`config.mk`:
```
export PLATFORM = sky130hd
export DESIGN_NAME = gray_monitor
export DESIGN_NICKNAME = d
export VERILOG_FILES = /design/src/rtl/gray_monitor.sv
export SDC_FILE = /design/constraint.sdc
export NUM_CORES = 1
export LEC_CHECK = 0
export BUFFER_PORTS_ARGS = -buffer_cell sky130_fd_sc_hd__buf_4
export CAP_MARGIN = 15
export CORE_MARGIN = 2
export CORE_UTILIZATION = 29
export CTS_CLUSTER_SIZE = 24
export DETAILED_ROUTE_END_ITERATION = 8
export PLACE_DENSITY = 0.46
export SLEW_MARGIN = 20
export SYNTH_ARGS = -nofsm -noshare
export SYNTH_HDL_FRONTEND = slang
export SYNTH_SLANG_ARGS = --single-unit
```
`constraint.sdc`:
```
create_clock -name Clk -period 5.32 [get_ports Clk]
set_clock_uncertainty 0.05 [all_clocks]
set_input_delay 1.33 -clock Clk [delete_from_list [all_inputs] [get_ports Clk]]
set_output_delay 1.33 -clock Clk [all_outputs]
set_load 0.02 [all_outputs]
```
`src/rtl/gray_monitor.sv`:
```
// Checks a 3-bit Gray counter stream: decodes to binary, verifies single-step
// increments, extends into a wide count and latches sticky protocol errors.
module gray_monitor #(
   parameter int WRAP_W = 8
) (
   input  logic              Clk,
   input  logic              Reset_n,
   input  logic              Clear,
   input  logic              Valid,
   input  logic [2:0]        Gray,
   input  logic              OvfIn,
   output logic [2:0]        Bin,
   output logic [WRAP_W+2:0] Count,
   output logic              Wrap,
   output logic              Locked,
   output logic              Error,
   output logic [1:0]        ErrCode
);

   localparam int CW = WRAP_W + 3;

   typedef enum logic [1:0] {
      ST_IDLE,
      ST_TRACK,
      ST_ERROR
   } state_t;

   state_t          state;
   state_t          next_state;
   logic [2:0]      bin_code;
   logic [2:0]      delta;
   logic            step_err;
   logic            ovf_drop;
   logic            ovf_prev;
   logic            ovf_prev_nxt;
   logic [2:0]      bin_nxt;
   logic [CW-1:0]   count_nxt;
   logic            wrap_nxt;
   logic            error_nxt;
   logic [1:0]      errcode_nxt;

   assign bin_code = {Gray[2], Gray[2] ^ Gray[1], Gray[2] ^ Gray[1] ^ Gray[0]};
   assign delta    = bin_code - Bin;
   assign step_err = (delta != 3'd0) && (delta != 3'd1);
   assign ovf_drop = ovf_prev & ~OvfIn;
   assign Locked   = (state == ST_TRACK);

   // Clear wins over everything; a step error outranks an overflow drop
   always_comb begin
      next_state   = state;
      bin_nxt      = Bin;
      count_nxt    = Count;
      wrap_nxt     = 1'b0;
      error_nxt    = Error;
      errcode_nxt  = ErrCode;
      ovf_prev_nxt = ovf_prev;
      if (Clear) begin
         next_state   = ST_IDLE;
         bin_nxt      = 3'd0;
         count_nxt    = '0;
         error_nxt    = 1'b0;
         errcode_nxt  = 2'd0;
         ovf_prev_nxt = 1'b0;
      end else begin
         case (state)
            ST_IDLE: begin
               if (Valid) begin
                  bin_nxt      = bin_code;
                  count_nxt    = {{WRAP_W{1'b0}}, bin_code};
                  ovf_prev_nxt = OvfIn;
                  next_state   = ST_TRACK;
               end
            end
            ST_TRACK: begin
               if (Valid) begin
                  ovf_prev_nxt = OvfIn;
                  if (step_err) begin
                     error_nxt   = 1'b1;
                     errcode_nxt = (delta == 3'd7) ? 2'd2 : 2'd1;
                     next_state  = ST_ERROR;
                  end else if (ovf_drop) begin
                     error_nxt   = 1'b1;
                     errcode_nxt = 2'd3;
                     next_state  = ST_ERROR;
                  end else if (delta == 3'd1) begin
                     bin_nxt   = bin_code;
                     count_nxt = Count + CW'(1);
                     wrap_nxt  = (Bin == 3'd7);
                  end
               end
            end
            default: begin
               next_state = ST_ERROR;
            end
         endcase
      end
   end

   always_ff @(posedge Clk or negedge Reset_n) begin
      if (!Reset_n) begin
         state    <= ST_IDLE;
         Bin      <= 3'd0;
         Count    <= '0;
         Wrap     <= 1'b0;
         Error    <= 1'b0;
         ErrCode  <= 2'd0;
         ovf_prev <= 1'b0;
      end else begin
         state    <= next_state;
         Bin      <= bin_nxt;
         Count    <= count_nxt;
         Wrap     <= wrap_nxt;
         Error    <= error_nxt;
         ErrCode  <= errcode_nxt;
         ovf_prev <= ovf_prev_nxt;
      end
   end

endmodule

```
# Word-level counts from Yosys, hierarchy flattened
# Cells that the tools add are included.
word_totals:
  reg_bits: 21
  latchBits: 0
  ram_bits: 0
  mem_bits_ro: 0
  input_bits: 8
  output_inout_bits: 19
  word_cells: 77
  n_memories: 0
classes:
  add_sub_neg: 2
  mul: 0
  n_div: 0
  magnitude_cmp: 0
  n_eq_ne: 11
  shifts: 0
  muxes: 40
  n_bitwise: 4
  n_reduce_logical: 13
ops:
  columns: ["cell", "count"]
  rows:
  - ["11-bit 2-to-1 mux", 6]
  - ["2-bit 2-to-1 mux", 11]
  - ["11-bit case mux with 2 select lines", 1]
  - ["3-bit 2-to-1 mux", 6]
  - ["1-bit 2-to-1 mux", 14]
  - ["3-bit inequality test, second input constant", 4]
  - ["11-bit by 1-bit adder with 11-bit output, second input constant", 1]
  - ["3-bit nonzero test", 3]
  - ["3-bit equality test, second input constant", 2]
  - ["3-bit case mux with 2 select lines", 1]
  - ["3-bit AND reduction", 2]
  - ["6-bit AND reduction", 1]
  - ["2-bit nonzero test", 3]
  - ["4-bit by 2-bit inequality test with 1-bit output, second input constant", 1]
  - ["2-bit case mux with 2 select lines", 1]
  - ["3-bit by 1-bit equality test with 1-bit output, second input constant", 1]
  - ["3-bit by 1-bit inequality test with 1-bit output, second input constant", 1]
  - ["3-bit by 2-bit inequality test with 1-bit output, second input constant", 1]
  - ["3-bit subtractor", 1]
  - ["2-bit by 1-bit equality test with 1-bit output, second input constant", 1]
  - ["2-bit logical NOT", 1]
  - ["2-bit AND reduction", 1]
  - ["2-bit OR reduction", 1]
  - ["1-bit XOR", 2]
  - ["3 further kinds", 3]

# Logic depth before layout (Yosys ltp)
# Gate-level depths: netlist of the first run.
logic_depth:
  ltp_word: 10
  mapped_depth: 10
  ltp_nobuf: 9

# Worst setup path after synthesis of the first run
# Ideal clock, no wire load.
synth_timing:
  path_type: "input-to-reg"
  start: "in Gray[2]"
  end: "reg Bin[0]"
  setup_ps: 72
  arrival_time_ps: 3714
  t_required_ps: 5198
  setup_slack_ps: 1484
  stages: 9
  n_path_buf: 0
  cell_sequence: "xor2_1 -> xnor2_1 -> ha_1 -> inv_1 -> fa_1 -> xnor3_2 -> o41ai_4 -> mux2_1 -> nor2_1"
synth_via:
  elab_chain_len: 8
  elab_cells_between_ends: 17
  classes_between: "add/sub (1); eq/ne (4); mux (7); bitwise (2); reduce/logical (3)"
synth_lines:
  columns: ["item", "line_no", "rtl"]
  rows:
  - ["start: declaration", "10", "input logic [2:0] Gray,"]
  - ["branches (longest 8 deep; another with 3-bit subtractor)", null, null]
  - ["end signal: assignment", "110", "Bin <= bin_nxt;"]
  - ["end: declaration", "12", "output logic [2:0] Bin,"]
# Several ways; the timed one is not identified. The select of a mux whose other input is x is not followed.
# A chain may end at the register's enable or synchronous reset.

# Worst setup path after layout of the first run
layout_timing:
  start: "in Gray[2]"
  end: "reg Count[4]"
layout_via:
  elab_chain_len: 7
  elab_cells_between_ends: 10
  classes_between: "add/sub (1); eq/ne (4); bitwise (2); reduce/logical (3)"
layout_lines:
  columns: ["item", "line_no", "rtl"]
  rows:
  - ["1-bit XOR (2 in a row)", "42", "assign bin_code = {Gray[2], Gray[2] ^ Gray[1], Gray[2] ^ Gray[1] ^ Gray[0]};"]
  - ["3-bit subtractor *", "43", "assign delta = bin_code - Bin;"]
  - ["3-bit by 1-bit inequality test with 1-bit output or 3-bit nonzero test (tied branches)", "44", "assign step_err = (delta != 3'd0) && (delta != 3'd1);"]
  - ["1-bit logical AND", "44", null]
  - ["3-bit inequality test (no source line)", null, null]
  - ["6-bit AND reduction (no source line) *", null, null]
  - ["end signal: assignment", "111", "Count <= count_nxt;"]
  - ["end: declaration", "13", "output logic [WRAP_W+2:0] Count,"]
# Every way passes the cells marked *; elsewhere a longest branch is shown, timed or not.

==> summary.md, run 1 <==
| Metric | Value |
|---|---|
| Post-CTS setup buffers | 0 |
| Clock share of power | between 20% and 30% |
| Leakage component of the power | 0.677 nW |
| Startpoint kind of the worst setup timing path | input pin |
| Vias per Instance | about 5.3 |
| Port-buffer cells | 26 |
| Result of the run | complete, no violations |
| Number of design-rule violations left by the first detailed-router iteration | 38 |
| Combined global-route utilization of all metal layers | 13.1% |
| Buffers plus inverters on the worst setup path | 2 |
| Critical path, cell by cell | buf_4, xor2_1, xnor2_1, ha_1, inv_1, fa_1, xnor3_2, o41ai_4, or2_1, a31oi_1 |
| Maximum level of the CTS H-tree | 1 |
| Worst supply voltage drop on vdd | 99.8 uV |
| Post-detail-place hpwl | 2190 um |
| Setup slack after placement | 0.942 ns |
| Routed vias | 1061 |
| Overflow after GRT | 0 |
| Syn Std Cell Area | 1250 sq um |
| Number of placed I/O pins | 27 |
| Cell types with the highest counts after synthesis | 21 x sky130_fd_sc_hd__dfrtp_1, 15 x sky130_fd_sc_hd__a31oi_1, 15 x sky130_fd_sc_hd__nor2_1 |
| Root Driver | sky130_fd_sc_hd__clkbuf_8 |
| Slowest cell on the critical path | sky130_fd_sc_hd__o41ai_4 |
| Number of hold violations in the final report | 0 |
| Flip-flop and latch count after synthesis | 21 |
| Antenna violation net count after detailed routing | 0 |
| Global-route wire length before repair | ~5100 um |
| Cell Rows | 23 |
| Die boundary width | 69.6 um |
| Max Clock Freq | 0.244 GHz |
| CP peak stage delay | roughly 0.67 ns |
| Type of the most critical hold path | reg2reg |
| Setup_tns | 0 ns |
| Final worst hold slack | 0.445 ns |
| Ratio of final minimum period to clock period | 77.0% |
| Sequential power share | 44.0% |
| Detailed-routing iteration count for the pre-antenna-repair pass | 4 |
| DR WL/cell | between 15 and 20 um |
| Worst-Margin Slew | 0.920 ns |
| Floorplan die height | 69.6 um |
| DRC violation count after routing | 0 |
| Clk sinks | 21 |
| Combinational fraction of design power | 29.9% |
| Finish-stage setup viols | 0 |
| Library cell occupying the most area in the post-synthesis netlist | sky130_fd_sc_hd__dfrtp_1 |
| Total nets after synthesis | 137 |
| Design internal power | between 0.0002 and 0.0003 W |
| CP Capture Type | flop |
| CTS tree | done |
| Vias in the first global route | 1042 |
| RSZ-0062 raised after global routing | no |
| Top flip-flop cell by instance count after synthesis | sky130_fd_sc_hd__dfrtp_1 |
| Final worst path period need | 4.10 ns |
| Post-route non-filler standard cell count | slightly above 200 |
| Clock latency on the worst-skew pair | approximately 0.26 ns |
| Max Root-Sink Buffers | 2 |
| Die ar. | 4840 sq um |
| Share of synthesized area occupied by flip-flops and latches | 42.2% |
| Number of antenna repair diodes | 0 |
| Placed Cells | 198 |
| Type of the worst setup path | in2reg |
| EDFF count, synth | 0 |
| Wirelength, routed | 3060 um |
| FFs w/ async S/R, synth | 100% |
| Sw Pwr | 0.000141 W |
| Fillers | 425 |
| Critical Path RT | roughly 5.4 ns |
| Synth-to-layout area growth | 22.9% |
| Overall Power | 0.000413 W |
| Synth top area cells | sky130_fd_sc_hd__dfrtp_1 42%, sky130_fd_sc_hd__a31oi_1 7.5%, sky130_fd_sc_hd__mux2i_1 4.8%, sky130_fd_sc_hd__nor2_1 4.5%, sky130_fd_sc_hd__nand2b_1 2.5% |
| Top cell type's share of synthesized area | 42.2% |
| Cell with the most instances after synthesis | sky130_fd_sc_hd__dfrtp_1 |
| Maximum number of pins on one net before global-route repair | 22 |
| Power density relative to cell area | about 270 nW/um^2 |
| Max cap viols | 0 |
| Switching power share of the total | 34.1% |
| Layout cells sized above 1 | 24.3% |
| Count of hold-fix buffers inserted at cts | 0 |
| Number of instances resized during post-cts repair | 0 |
| Clock edge transition at the registers on the reported setup and hold paths | about 0.08 ns |
| Post-synthesis cell type count | 39 |
| Fin. max-slew vios | 0 |
| Normalized max-slew margin | 38.4% |
| GP Congestion | 0.769 |
| Number of warnings printed during yosys synthesis | 0 |
| Total clock buffers created by CTS | 3 |
| Crit path DAT | 4.18 ns |
| Final worst slack | 1.22 ns |
| Initial core utilization | a little under a third |
| Net count of the finished layout | 164 |
| Initial antenna violation count | 0 |
| Gate family responsible for the most delay along the worst path | XOR/XNOR gates |
| Gate count of the mapped netlist | about 130 |
| Syn avg cell area | 9.89 sq um |
| Floorplan core area | 4060 sq um |
| Worst-path maximum fanout | 8 |
## cells in the final DEF (no fill, tap or decap), types with 2 or more instances in the layout
master / n
sky130_fd_sc_hd__nor2_1: 15
sky130_fd_sc_hd__and3_1: 2
sky130_fd_sc_hd__clkbuf_8: 3
sky130_fd_sc_hd__nand2b_1: 5
sky130_fd_sc_hd__nand2_1: 6
sky130_fd_sc_hd__dfrtp_1: 21
sky130_fd_sc_hd__ha_1: 2
sky130_fd_sc_hd__nor3b_1: 2
sky130_fd_sc_hd__or3b_2: 2
sky130_fd_sc_hd__or3_1: 2
sky130_fd_sc_hd__o21ai_0: 6
sky130_fd_sc_hd__mux2i_1: 6
sky130_fd_sc_hd__nand3_1: 3
sky130_fd_sc_hd__buf_4: 26
sky130_fd_sc_hd__a21oi_1: 2
sky130_fd_sc_hd__nand4_1: 3
sky130_fd_sc_hd__nor2b_1: 4
sky130_fd_sc_hd__nor3_1: 2
sky130_fd_sc_hd__a31oi_1: 15
sky130_fd_sc_hd__inv_1: 5
## worst paths after layout
path                       startpoint         to  slack (ns)  cells after the start
min reg2reg                 Count[10]  Count[10]        0.45                      1
max in group asynchronous     Reset_n   state[0]        4.11                      1
min                         Count[10]  Count[10]        0.45                      1
min in group asynchronous     Reset_n   Count[4]        0.88                      1
max                           Gray[2]   Count[4]        1.22                     10
max reg2reg                    Bin[0]   Count[4]        2.66                      7
## per-layer routing
metal	vias to the layer above	share of wire [%]	global-route usage (%)
met5	-	0	0
met3	2	3.8	2.33
met1	516	47	16.8
met2	27	48	22.2
li1	516	-	-
met4	0	0.78	4.58
## cell families after synthesis
logic type | count (synthesis) | share of synthesized area, %
muxes | 8 | 6.63
DFF | 21 | 42.2
AOI/OAI and AO/OA | 31 | 18.3
xor gates and xnor gates | 3 | 3.31
buffers and inverters | 9 | 3.01
adders and majority gates | 3 | 3.61
and+or+nand+nor | 51 | 23.0
## flip-flops by register name (all words and copies together), names as in the netlist
register	cells
Count	11
Wrap	1
state	2
ovf_prev	1
Error	1
Bin	3
ErrCode	2
## stage by stage
step | instance area (sq um) | utilization, %
detailed placement | 1490 | 36.6
global route | 1530 | 37.7
CTS | 1530 | 37.7
global placement | 1490 | 36.6
floorplan | 1250 | -
finish | 1530 | 37.7
## power by group through the flow
stage / sequential [W] / combinational (W) / clock, W
after floorplan: 0.000192 / 0.0000768 / 0
after global placement: 0.000185 / 0.000124 / 0
after detailed placement: 0.000185 / 0.000124 / 0
after CTS: 0.000182 / 0.000125 / 0.000112
after global routing: 0.000184 / 0.000135 / 0.000120
final: 0.000182 / 0.000124 / 0.000108
## layout make-up
type / instances / area [sq um] / share of cell area [%]
Multi-Input combinational cell: 96 / 683 / 44.6
Timing Repair Buffer: 26 / 195 / 12.7
Tap cell: 50 / 62.6 / 4.08
Sequential cell: 21 / 526 / 34.3
Clock buffer: 3 / 41.3 / 2.70
Clock inverter: 1 / 5.00 / 0.327
Inverter: 5 / 18.8 / 1.23
Note: power is estimated with default switching activity, not from simulation.
==> run 2: changes to the inputs <==
- clock period: 5.32 -> 4.1 ns (I/O delays scaled with it)
==> run 2 against run 1 <==
  * Die area unchanged
  * Sequential share of layout area fell by 0.31 points
  * Cell count grew 0.99%
  * Highest routed layer unchanged
  * Register-to-register slack got worse by 1.0 ns
  * Total power grew 30%
  * Combinational power is 31% higher
  * First-iteration DRC count is 18% lower
  * Core utilization increased by 0.34 points
  * Critical path depth unchanged
==> summary.md, run 2 (synthesis results as in run 1) <==
| Metric | Value |
|---|---|
| R2r worst-path depth | 7 (unchanged) |
| Number of design-rule violations left by the first detailed-router iteration | 31 (-18%) |
| DR WL/cell | 14.5 um (-4.6%) |
| Post-detail-place hpwl | 2140 um (-2.2%) |
| Hold_sp | Count[10] |
| Root Driver | sky130_fd_sc_hd__clkbuf_8 |
| Maximum level of the CTS H-tree | 1 (unchanged) |
| Gr busiest metal | met2 |
| Initial core utilization | 30.7% (unchanged) |
| Clock latency on the worst-skew pair | 0.26 ns (about the same) |
| Routed vias | 1058 (-0.28%) |
| Clock edge transition at the registers on the reported setup and hold paths | 0.08 ns (about the same) |
| CP Capture Type | flop |
| Placed Area | 1500 sq um (+1.0%) |
| R2r endpoint | Count[9] |
| Worst hold path depth | 1 (unchanged) |
| Ratio of final minimum period to clock period | around nine tenths |
| Combined global-route utilization of all metal layers | 12.8% (-0.39 points) |
| Global-route met1 utilization | 18.0% (+1.1 points) |
| Total clock buffers created by CTS | 3 (unchanged) |
| GR Util met2 | 19.3% (-2.9 points) |
| Largest regs | Count x11, Bin x3 |
| Detailed-routing iteration count for the pre-antenna-repair pass | 4 (unchanged) |
| Post-CTS setup buffers | 0 (unchanged) |
| Critical path, cell by cell | buf_4, xor2_1, xnor2_1, ha_1, inv_1, fa_1, xnor3_2, o41ai_4, or2_1, a31oi_1 |
| Crit path DAT | 3.70 ns (-0.48 ns) |
| Port-buffer cells | 26 (unchanged) |
| Worst-path maximum fanout | 7 (-1) |
| Normalized max-slew margin | 36.1% (-2.3 points) |
| Worst min-delay path endpoint | Count[10] |
| Setup_tns | 0 ns (unchanged) |
| Number of placed I/O pins | 27 (unchanged) |
| Cell Rows | 23 (unchanged) |
| Initial antenna violation count | 0 (unchanged) |
| Vias per Instance | 5.19 (-1.3%) |
| Overflow after GRT | 0 (unchanged) |
| CP peak stage delay | 0.51 ns (-0.16 ns) |
| Antenna violation net count after detailed routing | 0 (unchanged) |
| Max Clock Freq | approximately 0.28 GHz |
| CTS tree | done |
| Die ar. | 4840 sq um (unchanged) |
| Worst supply voltage drop on vdd | 193 uV (+93%) |
| Slowest cell on the critical path | sky130_fd_sc_hd__o41ai_4 |
| Leakage component of the power | 0.684 nW (+1.1%) |
| Maximum number of pins on one net before global-route repair | 22 (unchanged) |
| Number of antenna repair diodes | 0 (unchanged) |
| DRC violation count after routing | 0 (unchanged) |
| Worst-Margin Slew | 0.954 ns (+0.0339 ns) |
| Max Root-Sink Buffers | 2 (unchanged) |
| Floorplan core area | 4060 sq um (unchanged) |
| RSZ-0062 raised after global routing | no |
| Floorplan die height | 69.6 um (unchanged) |
| Routing usage on met3 | 3.92% (+1.6 points) |
| Final non-filler cell area | 1550 sq um (+0.90%) |
| Fin. max-slew vios | 0 (unchanged) |
| Wirelength, routed | 2950 um (-3.6%) |
| Final worst path period need | 3.62 ns |
| Largest register FFs | 11 (unchanged) |
| Type of the worst setup path | in2reg |
| Net count of the finished layout | 166 (+1.2%) |
| Fillers | 418 (-1.6%) |
| Startpoint of the worst-slack reg-to-reg timing path | Bin[0] |
| Count of hold-fix buffers inserted at cts | 0 (unchanged) |
| Layout cells sized above 1 | 24.7% (+0.33 points) |
| Power density relative to cell area | 349 nW/um^2 (+29%) |
| Startpoint kind of the worst setup timing path | input pin |
| Result of the run | complete, no violations |
| Number of instances resized during post-cts repair | 0 (unchanged) |
| Clk sinks | 21 (unchanged) |
| Critical Path RT | 4.19 ns (-1.21 ns) |
| Most flop-heavy register | Count |
| GP Congestion | 0.770 (+0.12%) |
| Number of hold violations in the final report | 0 (unchanged) |
| Type of the most critical hold path | reg2reg |
| Global-route wire length before repair | 5030 um (-2.3%) |
| Die boundary width | 69.6 um (unchanged) |
| Vias in the first global route | 1031 (-1.1%) |
| Most frequent cells in the layout | 28 x sky130_fd_sc_hd__buf_4, 21 x sky130_fd_sc_hd__dfrtp_1, 15 x sky130_fd_sc_hd__nor2_1, 15 x sky130_fd_sc_hd__a31oi_1 |
| Internal reg-to-reg setup slack | 1.63 ns (-1.03 ns) |
| Most common library cell in the layout ignoring fill and taps | sky130_fd_sc_hd__buf_4 |
| Finish-stage setup viols | 0 (unchanged) |
| Synth-to-layout area growth | 24.0% |
| Max cap viols | 0 (unchanged) |
## run 2: report_power, final
part,leakage (nW),total (W),internal [W],switching (W)
sequential,0.287,0.000236,0.000220,0.0000166
combinational,0.374,0.000163,0.0000692,0.0000937
clock,0.0228,0.000140,0.0000692,0.0000703
## run 2: cell type report
cell class	instances	area, sq um	share of cell area, %
well taps	50	62.6	4.05
clock buffers	4	45.0	2.91
repair buffers	28	210	13.6
multi-input cells	96	683	44.2
inverters	5	18.8	1.21
flip-flops and latches	21	526	34.0
## run 2: stage by stage
step / hold WS, ns / std cells / total power, W / worst slack (ns) / utilization (%)
finish: 0.437 / 204 / 0.000539 / 0.483 / 38.1
global route: 0.479 / 204 / 0.000572 / 0.294 / 38.1
CTS: 0.445 / 204 / 0.000546 / 0.444 / 38.1
detailed placement: 0.434 / 200 / 0.000405 / 0.172 / 37.0
global placement: 0.426 / 200 / 0.000405 / 0.289 / 37.0
floorplan: 0.428 / 126 / 0.000348 / 0.569 / -
## run 2: worst max-delay path by stage
| stage | from | to | slack, ns |
|---|---|---|---|
| 5_1_grt | Gray[2] | Count[8] | 0.29 |
| 2_1_floorplan | Gray[2] | Bin[0] | 0.57 |
| 6_report | Gray[2] | Count[9] | 0.48 |
| 3_3_place_gp | Gray[2] | Count[8] | 0.29 |
| 4_1_cts | Gray[2] | Count[9] | 0.44 |
| 3_5_place_dp | Gray[2] | Count[9] | 0.17 |
## run 2: critical path: cells and delay by family
kind / cells / cell delay [ns]
simple gates: 1 / 0.34
xor+xnor: 3 / 0.94
fa+ha+maj: 2 / 0.57
buf+inv: 2 / 0.18
compound gates: 2 / 0.65
## run 2: per-layer routing
metal	vias up	part of all wire, %	wire length (um)
met5	-	0	0
met4	0	0.81	24
met3	2	3.9	115
met2	25	47	1390
met1	510	48	1420
li1	521	-	-
